--- config.mk ---
export PLATFORM = sky130hd
export DESIGN_NAME = counter_seq_ctrl
export DESIGN_NICKNAME = d
export VERILOG_FILES = /design/src/rtl/counter_seq_ctrl_pkg.sv /design/src/rtl/counter_seq_ctrl_count_core.sv /design/src/rtl/counter_seq_ctrl.sv
export SDC_FILE = /design/constraint.sdc
export NUM_CORES = 1
export LEC_CHECK = 0
export CAP_MARGIN = 20
export CORE_ASPECT_RATIO = 1.25
export CORE_MARGIN = 8
export CORE_UTILIZATION = 40
export DETAILED_ROUTE_END_ITERATION = 6
export HOLD_SLACK_MARGIN = 0.03
export PLACE_DENSITY = 0.76
export SLEW_MARGIN = 20
export SYNTH_ARGS = -nofsm -noshare
export SYNTH_HDL_FRONTEND = slang
export SYNTH_SLANG_ARGS = --single-unit
--- constraint.sdc ---
create_clock -name clk -period 1.8 [get_ports clk]
set_input_delay 0.45 -clock clk [delete_from_list [all_inputs] [get_ports clk]]
set_output_delay 0.45 -clock clk [all_outputs]
set_load 0.02 [all_outputs]
--- src/rtl/counter_seq_ctrl_pkg.sv ---
// Shared definitions for the counter sequencing controller: default widths,
// controller state encoding and a small state classification helper.
package counter_seq_ctrl_pkg;

    localparam int unsigned DEF_WIDTH = 3;
    localparam int unsigned DEF_REP_W = 4;

    typedef enum logic [2:0] {
        ST_IDLE = 3'd0,
        ST_LOAD = 3'd1,
        ST_RUN  = 3'd2,
        ST_HOLD = 3'd3,
        ST_DONE = 3'd4
    } state_t;

    // States in which a sequence is considered in progress.
    function automatic logic is_busy(input state_t s);
        return (s == ST_LOAD) || (s == ST_RUN) || (s == ST_HOLD);
    endfunction

endpackage

--- src/rtl/counter_seq_ctrl_count_core.sv ---
// WIDTH-bit wrap-at-limit counter: async active-low clear, synchronous clear,
// count enable and a terminal-count flag (q == limit).
module count_core #(
    parameter int unsigned WIDTH = 3
) (
    input  logic             clk,
    input  logic             clrbar,
    input  logic             clr,
    input  logic             en,
    input  logic [WIDTH-1:0] limit,
    output logic [WIDTH-1:0] q,
    output logic             term
);

    logic [WIDTH-1:0] q_q;
    logic [WIDTH-1:0] q_d;

    // Next count: clear wins, otherwise advance and wrap to 0 at the limit.
    always_comb begin
        q_d  = q_q;
        term = (q_q == limit);
        if (clr) begin
            q_d = '0;
        end else if (en) begin
            q_d = term ? '0 : q_q + 1'b1;
        end
    end

    // Count register with asynchronous clear.
    always_ff @(posedge clk or negedge clrbar) begin
        if (!clrbar) begin
            q_q <= '0;
        end else begin
            q_q <= q_d;
        end
    end

    assign q = q_q;

endmodule

--- src/rtl/counter_seq_ctrl.sv ---
// Sequencing controller: runs the count core from 0 to a latched terminal
// value for a latched number of periods, with hold, abort, period tick and
// completion pulse. All outputs are registered.
module counter_seq_ctrl
    import counter_seq_ctrl_pkg::*;
#(
    parameter int unsigned WIDTH = DEF_WIDTH,
    parameter int unsigned REP_W = DEF_REP_W
) (
    input  logic             clk,
    input  logic             clrbar,
    input  logic             start,
    input  logic             abort,
    input  logic             hold,
    input  logic [WIDTH-1:0] limit,
    input  logic [REP_W-1:0] reps,
    output logic [WIDTH-1:0] q,
    output logic [REP_W-1:0] rep_cnt,
    output logic             busy,
    output logic             tick,
    output logic             done
);

    state_t           state_q,   state_d;
    logic [WIDTH-1:0] limit_r_q, limit_r_d;
    logic [REP_W-1:0] reps_r_q,  reps_r_d;
    logic [REP_W-1:0] rep_cnt_q, rep_cnt_d;
    logic             busy_q,    busy_d;
    logic             tick_q,    tick_d;
    logic             done_q,    done_d;

    logic             cnt_clr;
    logic             cnt_en;
    logic             cnt_term;

    count_core #(
        .WIDTH (WIDTH)
    ) u_count_core (
        .clk    (clk),
        .clrbar (clrbar),
        .clr    (cnt_clr),
        .en     (cnt_en),
        .limit  (limit_r_q),
        .q      (q),
        .term   (cnt_term)
    );

    // Next-state, counter control and registered-output next values.
    always_comb begin
        state_d   = state_q;
        limit_r_d = limit_r_q;
        reps_r_d  = reps_r_q;
        rep_cnt_d = rep_cnt_q;
        tick_d    = 1'b0;
        done_d    = 1'b0;
        cnt_clr   = 1'b0;
        cnt_en    = 1'b0;

        unique case (state_q)
            ST_IDLE: begin
                if (start && !abort && (reps != '0)) begin
                    state_d   = ST_LOAD;
                    limit_r_d = limit;
                    reps_r_d  = reps;
                    rep_cnt_d = '0;
                    cnt_clr   = 1'b1;
                end
            end
            ST_LOAD: begin
                cnt_clr = 1'b1;
                state_d = abort ? ST_IDLE : ST_RUN;
            end
            ST_RUN: begin
                if (abort) begin
                    state_d = ST_IDLE;
                    cnt_clr = 1'b1;
                end else if (hold) begin
                    state_d = ST_HOLD;
                end else begin
                    cnt_en = 1'b1;
                    if (cnt_term) begin
                        tick_d    = 1'b1;
                        rep_cnt_d = rep_cnt_q + 1'b1;
                        // Compare the incremented value so rep_cnt never wraps.
                        if (rep_cnt_d == reps_r_q) begin
                            state_d = ST_DONE;
                            done_d  = 1'b1;
                        end
                    end
                end
            end
            ST_HOLD: begin
                if (abort) begin
                    state_d = ST_IDLE;
                    cnt_clr = 1'b1;
                end else if (!hold) begin
                    state_d = ST_RUN;
                end
            end
            ST_DONE: begin
                state_d = ST_IDLE;
            end
            default: begin
                state_d = ST_IDLE;
                cnt_clr = 1'b1;
            end
        endcase

        busy_d = is_busy(state_d);
    end

    // Controller state and output registers with asynchronous clear.
    always_ff @(posedge clk or negedge clrbar) begin
        if (!clrbar) begin
            state_q   <= ST_IDLE;
            limit_r_q <= '0;
            reps_r_q  <= '0;
            rep_cnt_q <= '0;
            busy_q    <= 1'b0;
            tick_q    <= 1'b0;
            done_q    <= 1'b0;
        end else begin
            state_q   <= state_d;
            limit_r_q <= limit_r_d;
            reps_r_q  <= reps_r_d;
            rep_cnt_q <= rep_cnt_d;
            busy_q    <= busy_d;
            tick_q    <= tick_d;
            done_q    <= done_d;
        end
    end

    assign rep_cnt = rep_cnt_q;
    assign busy    = busy_q;
    assign tick    = tick_q;
    assign done    = done_q;

endmodule

==> impl_metrics.csv <==
group,metric,value,unit
clock_tree,cts_sinks,20,
finish,seqCellArea,500,um^2
sta,timing.final.crit_period,1780,ps
placement,dp_hpwl,1740,um
placement,gp_congestion,0.812,
synthesis,ys_seq_area_share,51.2,%
setup_path,path_cells,"clkdlybuf4s50_1, or4_4, and4_1, a21oi_1, a21bo_2",
finish,diodes,0,
setup_path,cp_slowest_cell,"or4_4",
drt,ant_nets,0,
clock_tree,cts_tree,"built",
setup_path,cp_slowest_stage_delay,550,ps
setup_path,start_kind,"primary input",
placement,dp.cells,165,
sta,fmax,0.562,GHz
clock_tree,clk_pin_slew,100,ps
die,die_area,4290,um^2
finish,final_area,1370,um^2
sta,setup_viol_count_final,0,
grt,antenna_found_initial,0,
sta,hold_slack,477,ps
die,core_region_area,2380,um^2
drt,vias,885,
grt,track_usage,11.3,%
grt,grt_remaining_overflow,0,
outcome,status,"completed",
synthesis,synth-edff-count,0,
pwr,leakage,0.000651,uW
die,fp-row-count,20,
setup_path,crit_buf_inv,1,
pwr,ir_worst_vdd,0.559,mV
placement,place_area,1310,um^2
drt,wl_per_cell,13.7,um
finish,layout.nets,151,
grt,busiest_layer,"met2",
synthesis,yosys_warnings,0,
sta,finalCritPeriodShare,98.8,%
sta,tightest_slew,459,ps
clock_tree,postCtsSetupRepairBufs,0,
drt,drc_errors,0,
grt,grt_pass1_wl,3660,um
clock_tree,hold_buffers,0,
finish,multiInputGateArea,492,um^2
setup_path,end_kind,"flop",
setup_path,cp.arrival,2020,ps
placement,io_buffers,21,
synthesis,async_flop_share,100,%
grt,grt_max_degree,21,
min_path,hold_class,"in -> async",
finish,final_cells,169,
flow_run,maxCapViolCount,0,
setup_path,critPathRequiredTime,2050,ps
synthesis,netlist_instances,101,
drt,first_iter_violations,17,
die,start_util,41.1,%
sta,hold_viol,0,
sta,drv_slew,0,
setup_path,critPathMaxFanout,3,
synthesis,netlist_area,977,um^2
sta,relSlewSlack,69.2,%
finish,nFillCells,213,
clock_tree,clk_latency,300,ps
grt,use_met1,12.4,%
synthesis,synth_area_per_cell,9.68,um^2
die,die_width,60.2,um
grt,use_met2,17.5,%
sta,setup_tns,0,ps
die,dieHeight,71.3,um
synthesis,ys_ff_latch,20,
sta,finClkSkew,1.51,ps
pwr,p_per_area,806,nW/um^2
clock_tree,cts_buffers,3,
setup_path,reg2reg_depth,5,
finish,syn2layout_area_growth,39.7,%
grt,grtUsageMet3,1.61,%
clock_tree,ctsResizeCount,7,
synthesis,ys_types,29,
pwr,p_total,1100,uW
drt,first_pass_iters,4,
drt,wirelength,2310,um
setup_path,criticalPathCategory,"in -> reg",
die,io_pins,22,
synthesis,synth_flop_cell,"dfrtp_1",
setup_path,path_depth,5,
synthesis,synth_fp_nets,115,
drt,viasPerCell,5.24,
finish,drive_gt1_share,18.4,%
clock_tree,clockBufferDepth,2,
grt,grt_pass1_vias,853,
setup_path,critical-path-top-delay-family,"simple AND/OR/NAND/NOR gates",
clock_tree,root_buffer,"clkbuf_4",
clock_tree,htree_levels,1,
per-stage QoR:
stage	utilization [%]	setup slack, ps
after floorplan	-	65.8
after global placement	55.1	-271
after detailed placement	55.1	-307
after CTS	56.3	17.4
after global routing	57.4	-81.3
final	57.4	22.2
cell families after synthesis:
logic type      after synthesis  share of synthesized area [%]
compound gates               14                           9.47
xor+xnor                     10                           8.96
fa+ha+maj                     2                           2.56
buf+inv                       3                           1.28
flops                        20                           51.2
simple gates                 52                           26.5
worst paths after layout:
kind,startpoint,end,slack (ps)
max in group asynchronous,clrbar,state_q[1],1120
hold / removal,clrbar,rep_cnt[2],480
hold reg to reg,reps_r_q[1],reps_r_q[1],500
setup / recovery,reps[3],rep_cnt[2],20
setup reg to reg,state_q[2],state_q[2],50
min in group clk,reps_r_q[1],reps_r_q[1],500
registers in the layout (all words and copies together) (netlist names):
signal          flops
done                1
busy                1
tick                1
u_count_core.q      3
state_q             3
rep_cnt             4
limit_r_q           3
reps_r_q            4
cell type report:
class                           instances  share of cell area (%)
Clock buffer                            4                    2.66
Inverter                                1                   0.275
Multi-Input combinational cell         78                    36.0
Sequential cell                        20                    36.7
Tap cell                               33                    3.02
Timing Repair Buffer                   33                    21.4
where the power goes:
group	internal [uW]	total, uW	switching (uW)	leakage, uW
combinational	137	303	165	0.000365
clock	123	256	132	0.0000210
sequential	500	541	40.8	0.000266
worst reg2reg max path, stage by stage (launching register included):
cell and delay, ps:
dfrtp_1 410, or3b_4 400, buf_4 160, nor3_2 180, nand2_1 170, nor4_2 340
synth_stat cells (all sizes together) (2+ instances only):
cell,instances,share of area (%)
ha,2,2.6
or3,2,1.3
xnor2,7,6.3
nor3b,2,1.5
dfrtp,20,51
nand3,6,3.1
o211ai,2,1.5
nor2,4,1.5
o21ai,3,1.5
nor4,3,1.9
a31oi,2,1.3
a21oi,3,1.5
nand2,27,10
xor2,3,2.7
routing by layer:
layer	vias to the layer above	routed length, um
li1	423	-
met1	418	940
met2	35	1110
met3	9	147
met4	0	112
met5	-	0
layout by cell type, fill, tap and decap left out, types with 3 or more instances in the layout:
master | Yosys | routed
o21ai_0 | 3 | 3
nand3_1 | 6 | 6
dlygate4sd2_1 | 0 | 7
nor4_2 | 0 | 3
xor2_1 | 3 | 3
nand2_1 | 27 | 27
dfrtp_1 | 20 | 20
buf_4 | 0 | 12
nor2_1 | 4 | 4
xnor2_1 | 7 | 7
clkbuf_4 | 0 | 3
a21oi_1 | 3 | 3
clkdlybuf4s50_1 | 0 | 14
Note: power is estimated with default switching activity, not from simulation.
